<file path="src/rtl/aor_key_loader.sv">
// aor_key_loader: parity-checked, checksum-verified key delivery that drives a decoy until armed
module aor_key_loader #(
  parameter int KEY_BYTES = 8,
  parameter logic [8*KEY_BYTES-1:0] DECOY = '0
) (
  input  logic                   clk,
  input  logic                   rst,
  input  logic                   start_i,
  input  logic [7:0]             byte_i,
  input  logic                   byte_par_i,
  input  logic                   byte_valid_i,
  output logic                   byte_ready_o,
  output logic [8*KEY_BYTES-1:0] keyinput,
  output logic                   key_valid_o,
  output logic                   key_err_o,
  output logic                   busy_o
);
  typedef enum logic [2:0] {IDLE, LOAD, CHECK, ARMED, ERROR} state_t;
  state_t state_q, state_d;
  logic [8*KEY_BYTES-1:0] shadow_q, shadow_d;
  logic [3:0] cnt_q, cnt_d;
  logic [7:0] acc_q, acc_d, csum_q, csum_d;
  logic accept, par_ok, last_beat;
  assign accept    = (state_q == LOAD) && byte_valid_i;
  assign par_ok    = ^{byte_i, byte_par_i};
  assign last_beat = cnt_q == 4'(KEY_BYTES);
  // state and datapath registers, cleared asynchronously so a partial key never survives reset
  always_ff @(posedge clk or posedge rst) begin
    if (rst) begin
      state_q  <= IDLE;
      shadow_q <= '0;
      cnt_q    <= '0;
      acc_q    <= '0;
      csum_q   <= '0;
    end else begin
      state_q  <= state_d;
      shadow_q <= shadow_d;
      cnt_q    <= cnt_d;
      acc_q    <= acc_d;
      csum_q   <= csum_d;
    end
  end
  // next state: start is honoured only from IDLE, ARMED and ERROR
  always_comb begin
    state_d = state_q;
    unique case (state_q)
      IDLE:    state_d = start_i ? LOAD : IDLE;
      LOAD:    state_d = !accept ? LOAD : !par_ok ? ERROR : last_beat ? CHECK : LOAD;
      CHECK:   state_d = (acc_q == csum_q) ? ARMED : ERROR;
      ARMED:   state_d = start_i ? LOAD : ARMED;
      ERROR:   state_d = start_i ? LOAD : ERROR;
      default: state_d = IDLE;
    endcase
  end
  // datapath: clear on load entry, capture good beats, wipe shadow when entering ERROR
  always_comb begin
    shadow_d = shadow_q;
    cnt_d    = cnt_q;
    acc_d    = acc_q;
    csum_d   = csum_q;
    if (state_d == LOAD && state_q != LOAD) begin
      shadow_d = '0;
      cnt_d    = '0;
      acc_d    = '0;
    end else if (accept && par_ok) begin
      if (last_beat) csum_d = byte_i;
      else begin
        for (int k = 0; k < KEY_BYTES; k++)
          if (cnt_q == 4'(k)) shadow_d[8*k +: 8] = byte_i;
        acc_d = acc_q ^ byte_i;
        cnt_d = cnt_q + 4'd1;
      end
    end
    if (state_d == ERROR && state_q != ERROR) shadow_d = '0;
  end
  // outputs decoded purely from registered state
  always_comb begin
    byte_ready_o = state_q == LOAD;
    key_valid_o  = state_q == ARMED;
    key_err_o    = state_q == ERROR;
    busy_o       = (state_q == LOAD) || (state_q == CHECK);
    keyinput     = (state_q == ARMED) ? shadow_q : DECOY;
  end
endmodule

</file>
<file path="config.mk">
export PLATFORM = sky130hd
export DESIGN_NAME = aor_key_loader
export DESIGN_NICKNAME = d
export VERILOG_FILES = /design/src/rtl/aor_key_loader.sv
export SDC_FILE = /design/constraint.sdc
export NUM_CORES = 1
export LEC_CHECK = 0
export CAP_MARGIN = 20
export CORE_UTILIZATION = 54
export CTS_CLUSTER_DIAMETER = 100
export CTS_CLUSTER_SIZE = 8
export DETAILED_ROUTE_END_ITERATION = 16
export PLACE_DENSITY_LB_ADDON = 0.15
export SLEW_MARGIN = 20
export SYNTH_ARGS = -nofsm -noshare
export SYNTH_HDL_FRONTEND = slang
export SYNTH_SLANG_ARGS = --single-unit
</file>
<file path="constraint.sdc">
create_clock -name clk -period 3.2 [get_ports clk]
set_input_delay 0.64 -clock clk [delete_from_list [all_inputs] [get_ports clk]]
set_output_delay 0.64 -clock clk [all_outputs]
set_load 0.02 [all_outputs]
</file>
==> summary by stage <==
Timing
Clock skew on the completed layout was measured at 10.5 ps. The post-route worst setup slack is 443 ps. The highest clock rate is 0.363 GHz.

The normalized max-slew margin is 51.2%. The max-slew violation total from the final report came to 0. At the pin with the least slew margin, the transition time is 733 ps.

The hold violation total from the final report is 0. The aggregate negative setup slack is 0 ps. In the finished design, the share of the clock period the worst path needs comes to 86.2%. Setup repair after global routing left no endpoint under its margin. The smallest hold slack is 497 ps. The setup-violating endpoint count in the final report is 0. The smallest clock period supported by the final layout is computed as 2760 ps.

Synthesis
Each instance of the synthesized netlist takes up on average 10.9 µm². The synthesis-stage register bit count is 87. The most instantiated flip-flop cell in the synthesis netlist is sky130_fd_sc_hd__dfrtp_1. After synthesis, the netlist uses 37 different library cells. The gate count after technology mapping is 440. Counting flops with a built-in enable in the synthesized netlist gives 0. Synthesis produced a netlist with a net count of 457. The async set-or-reset flop fraction in the synthesized netlist is 100%. Sorting the synthesized cells by area gives the leading types as sky130_fd_sc_hd__dfrtp_1 45%, sky130_fd_sc_hd__mux2i_1 15%, sky130_fd_sc_hd__and2_1 8.3%. The Yosys warning count is 0. After synthesis the cells add up to 4800 µm². Sequential elements use 45.4% of the synthesized area.

The most area-hungry cell type in the Yosys netlist is sky130_fd_sc_hd__dfrtp_1. The area share of the leading cell type in the synthesized netlist is 45.4%.

Global routing
Entering global routing, the biggest net connects 69 pins. The initial antenna violation count was 0. The combined global-route utilization of all metal layers is 25.8%. The first-pass GRT wire length is 17.7 mm. The number of global-route vias before repair is 3424. The remaining global-route overflow is 0.

Critical path
On the critical path the largest part of the delay comes from buffers and inverters. For flop-to-flop paths, the worst setup slack is 920 ps. In this run the critical register-to-register path is launched from state_q[1]$_DFF_PP0_. The class of the most critical setup path is register to output port. The critical-path cell with the highest stage delay is sky130_fd_sc_hd__clkdlybuf4s50_1. The endpoint identified for the worst register-to-register timing path is shadow_q[40]$_DFFE_PP0P_. The worst register-to-register path has a depth of 6. The signal on the critical path passes through and3b_2 -> buf_12 -> and2_1 -> clkdlybuf4s50_1. The data arrival time of the worst path is 2120 ps.

The kind of end point of the critical path is an output port. Counting both buffers and inverters, the worst setup path holds a total of 2. The kind of start point of the critical path is a register.

In this run the worst path has a maximum fanout of 68. The required time of the critical path is 2560 ps. The largest single stage delay on the critical path is 610 ps.

Power and ir drop
The internal power consumption is 0.00199 W. The switching power share of the total is 34.7%. The worst vdd rail ir drop is 0.264 mV. The net switching power is 0.00106 W. In this run, the clock network consumes 25.5% of the power. For this design the static power due to leakage is 3.13 nW. The sequential group share of total power is 43.2%. The share of power burned in combinational logic is 31.3%. The power density relative to cell area is 511 nW/µm².

Min path
The worst hold path class is register to register. The start point of the worst hold path is acc_q[5]$_DFFE_PP0P_. The hold-critical path endpoint is acc_q[5]$_DFFE_PP0P_. Along the worst hold path, the cell count comes to 1.

Placed design
Detailed placement ended at an HPWL of 7.15 mm. The routability-driven placement congestion ratio is 0.854. The worst slack at placement is 140 ps. Summing all placed instances gives a cell area of 5750 µm².

Port buffering added 80 buffers.

Clock network
The CTS root buffer is sky130_fd_sc_hd__clkbuf_8. The quantity of gates resized following cts is 0. The register clock-pin slew on the reported worst setup and hold paths is 90 ps. The source-to-sink clock delay at the later pin of the worst-skew pair is 360 ps. The clock net sink count is 87. After clock tree synthesis, the flow added hold-fix buffers numbering 0. The number of levels the H-tree was split into is 3.

The TritonCTS clock tree is done. The total clock buffers created by CTS is 9. The post-CTS repair timing setup buffer count is 0. The worst-case clock buffer depth is 2.

Layout
The layout cell share with drive strength beyond 1 is 13.2%. The number of antenna cells inserted is 0. The library cells used most frequently in the layout, excluding fill and tap cells, are 87 x sky130_fd_sc_hd__dfrtp_1, 80 x sky130_fd_sc_hd__clkdlybuf4s50_1, 72 x sky130_fd_sc_hd__nor2_1. The net count reported at finish is 536. The post-route cell area is 5950 µm². The growth of design area from synthesis to finish is 24.0%. The commonest non-fill, non-tap cell in the layout is sky130_fd_sc_hd__dfrtp_1.

For this run, the share of the core covered by cells in the final layout is 68.6%.

Detailed routing
The final layout contains routed wiring with a total length of 10.9 mm. The vias after detailed routing is 3451. Once detail routing completed, the nets flagged for antenna violations numbered 0.

The first-pass iteration count of the detailed router is 4. The violation count after the first detailed-routing iteration is 144. The number of design rule violations left after detail routing is 0. In the final routed layout, each cell accounts on average for 17.3 µm. The number of vias per cell after detailed routing is 5.46.

Die
The die is 96.3 µm tall. The core area is 8680 µm². In this run the horizontal extent of the chip is 96.3 µm. The die covers 9270 µm². The starting utilization of the core area is 55.3%.

The cell row count is 34. In this run the count of I/O pins placed on the die edge is 81.

Run
The number of violations of the max-capacitance limit is 0.

Status
The run finished with clean final reports.
-- cells in the mapped netlist (2+ instances only) --
library cell               instances
sky130_fd_sc_hd__a31o_2            4
sky130_fd_sc_hd__o21ai_0           2
sky130_fd_sc_hd__xnor2_1           4
sky130_fd_sc_hd__buf_4             6
sky130_fd_sc_hd__mux2i_1          70
sky130_fd_sc_hd__inv_1             6
sky130_fd_sc_hd__nand2_1          21
sky130_fd_sc_hd__mux2i_4           9
sky130_fd_sc_hd__a21oi_1           6
sky130_fd_sc_hd__dfrtp_1          87
sky130_fd_sc_hd__clkbuf_1         21
sky130_fd_sc_hd__nor4_2            8
sky130_fd_sc_hd__xor2_1            9
sky130_fd_sc_hd__mux2_4            8
sky130_fd_sc_hd__and2_1           64
sky130_fd_sc_hd__o221ai_1          3
sky130_fd_sc_hd__nand3b_1          3
sky130_fd_sc_hd__nor4_1           10
sky130_fd_sc_hd__buf_6             2
sky130_fd_sc_hd__ha_1              4
sky130_fd_sc_hd__nand2b_1          6
sky130_fd_sc_hd__nor2_1           72
-- metal layers --
layer	part of all wire, %	GRT usage (%)
met1	45	36.6
met4	1.4	8.33
met5	0	0
met3	5.2	4.58
met2	48	40.1
-- flip-flops by register name, indices dropped and copies added, names as in the netlist --
name and cells:
cnt_q 4, shadow_q 64, csum_q 8, acc_q 8, state_q 3
-- worst max-delay path by stage --
stage	start	to	slack [ps]	cells after the start
floorplan	rst	acc_q[0]$_DFFE_PP0P_	310	1
global placement	byte_i[7]	csum_q[4]$_DFFE_PP0P_	180	5
detailed placement	byte_i[3]	csum_q[4]$_DFFE_PP0P_	140	6
CTS	state_q[2]$_DFF_PP0_	keyinput[25]	440	4
global route	state_q[2]$_DFF_PP0_	keyinput[43]	350	4
finish	state_q[2]$_DFF_PP0_	keyinput[25]	440	4
-- worst register-to-register path, stage by stage, from the launching register on --
cell,delay (ps)
sky130_fd_sc_hd__dfrtp_1,440
sky130_fd_sc_hd__nand4bb_1,430
sky130_fd_sc_hd__buf_4,350
sky130_fd_sc_hd__nor4_1,460
sky130_fd_sc_hd__mux2i_4,240
sky130_fd_sc_hd__mux2i_1,200
sky130_fd_sc_hd__nor2_1,50
-- power by group through the flow --
| stage | clock network (W) | logic [W] | registers [W] |
|---|---|---|---|
| 4_1_cts | 0.000793 | 0.000953 | 0.00131 |
| 3_5_place_dp | 0 | 0.000951 | 0.00134 |
| 3_3_place_gp | 0 | 0.000927 | 0.00133 |
| 6_report | 0.000776 | 0.000951 | 0.00132 |
| 2_1_floorplan | 0 | 0.000734 | 0.00131 |
| 5_1_grt | 0.000839 | 0.00104 | 0.00133 |
-- metrics by stage --
| step | total power, W | instances |
|---|---|---|
| global placement | 0.00226 | 616 |
| detailed placement | 0.00229 | 616 |
| floorplan | 0.00204 | 440 |
| global route | 0.00321 | 632 |
| finish | 0.00304 | 632 |
| CTS | 0.00306 | 632 |
-- kinds of logic after synthesis --
group,share of synthesized area (%)
AO/OA/AOI/OAI,3.05
XOR/XNOR,4.25
buffers and inverters,3.94
adder cells (fa/ha/maj),1.04
multiplexers,21.3
flip-flops,45.4
AND/OR/NAND/NOR,21.0
-- layout make-up --
cell class,count,area [µm²]
clock buffer,11,141
timing repair buffer,98,973
fill,654,2730
clock inverter,5,57.6
multi-input combinational,317,2440
tap,108,135
inverter,6,23.8
sequential,87,2180
Power figures use the tool's default switching activity.
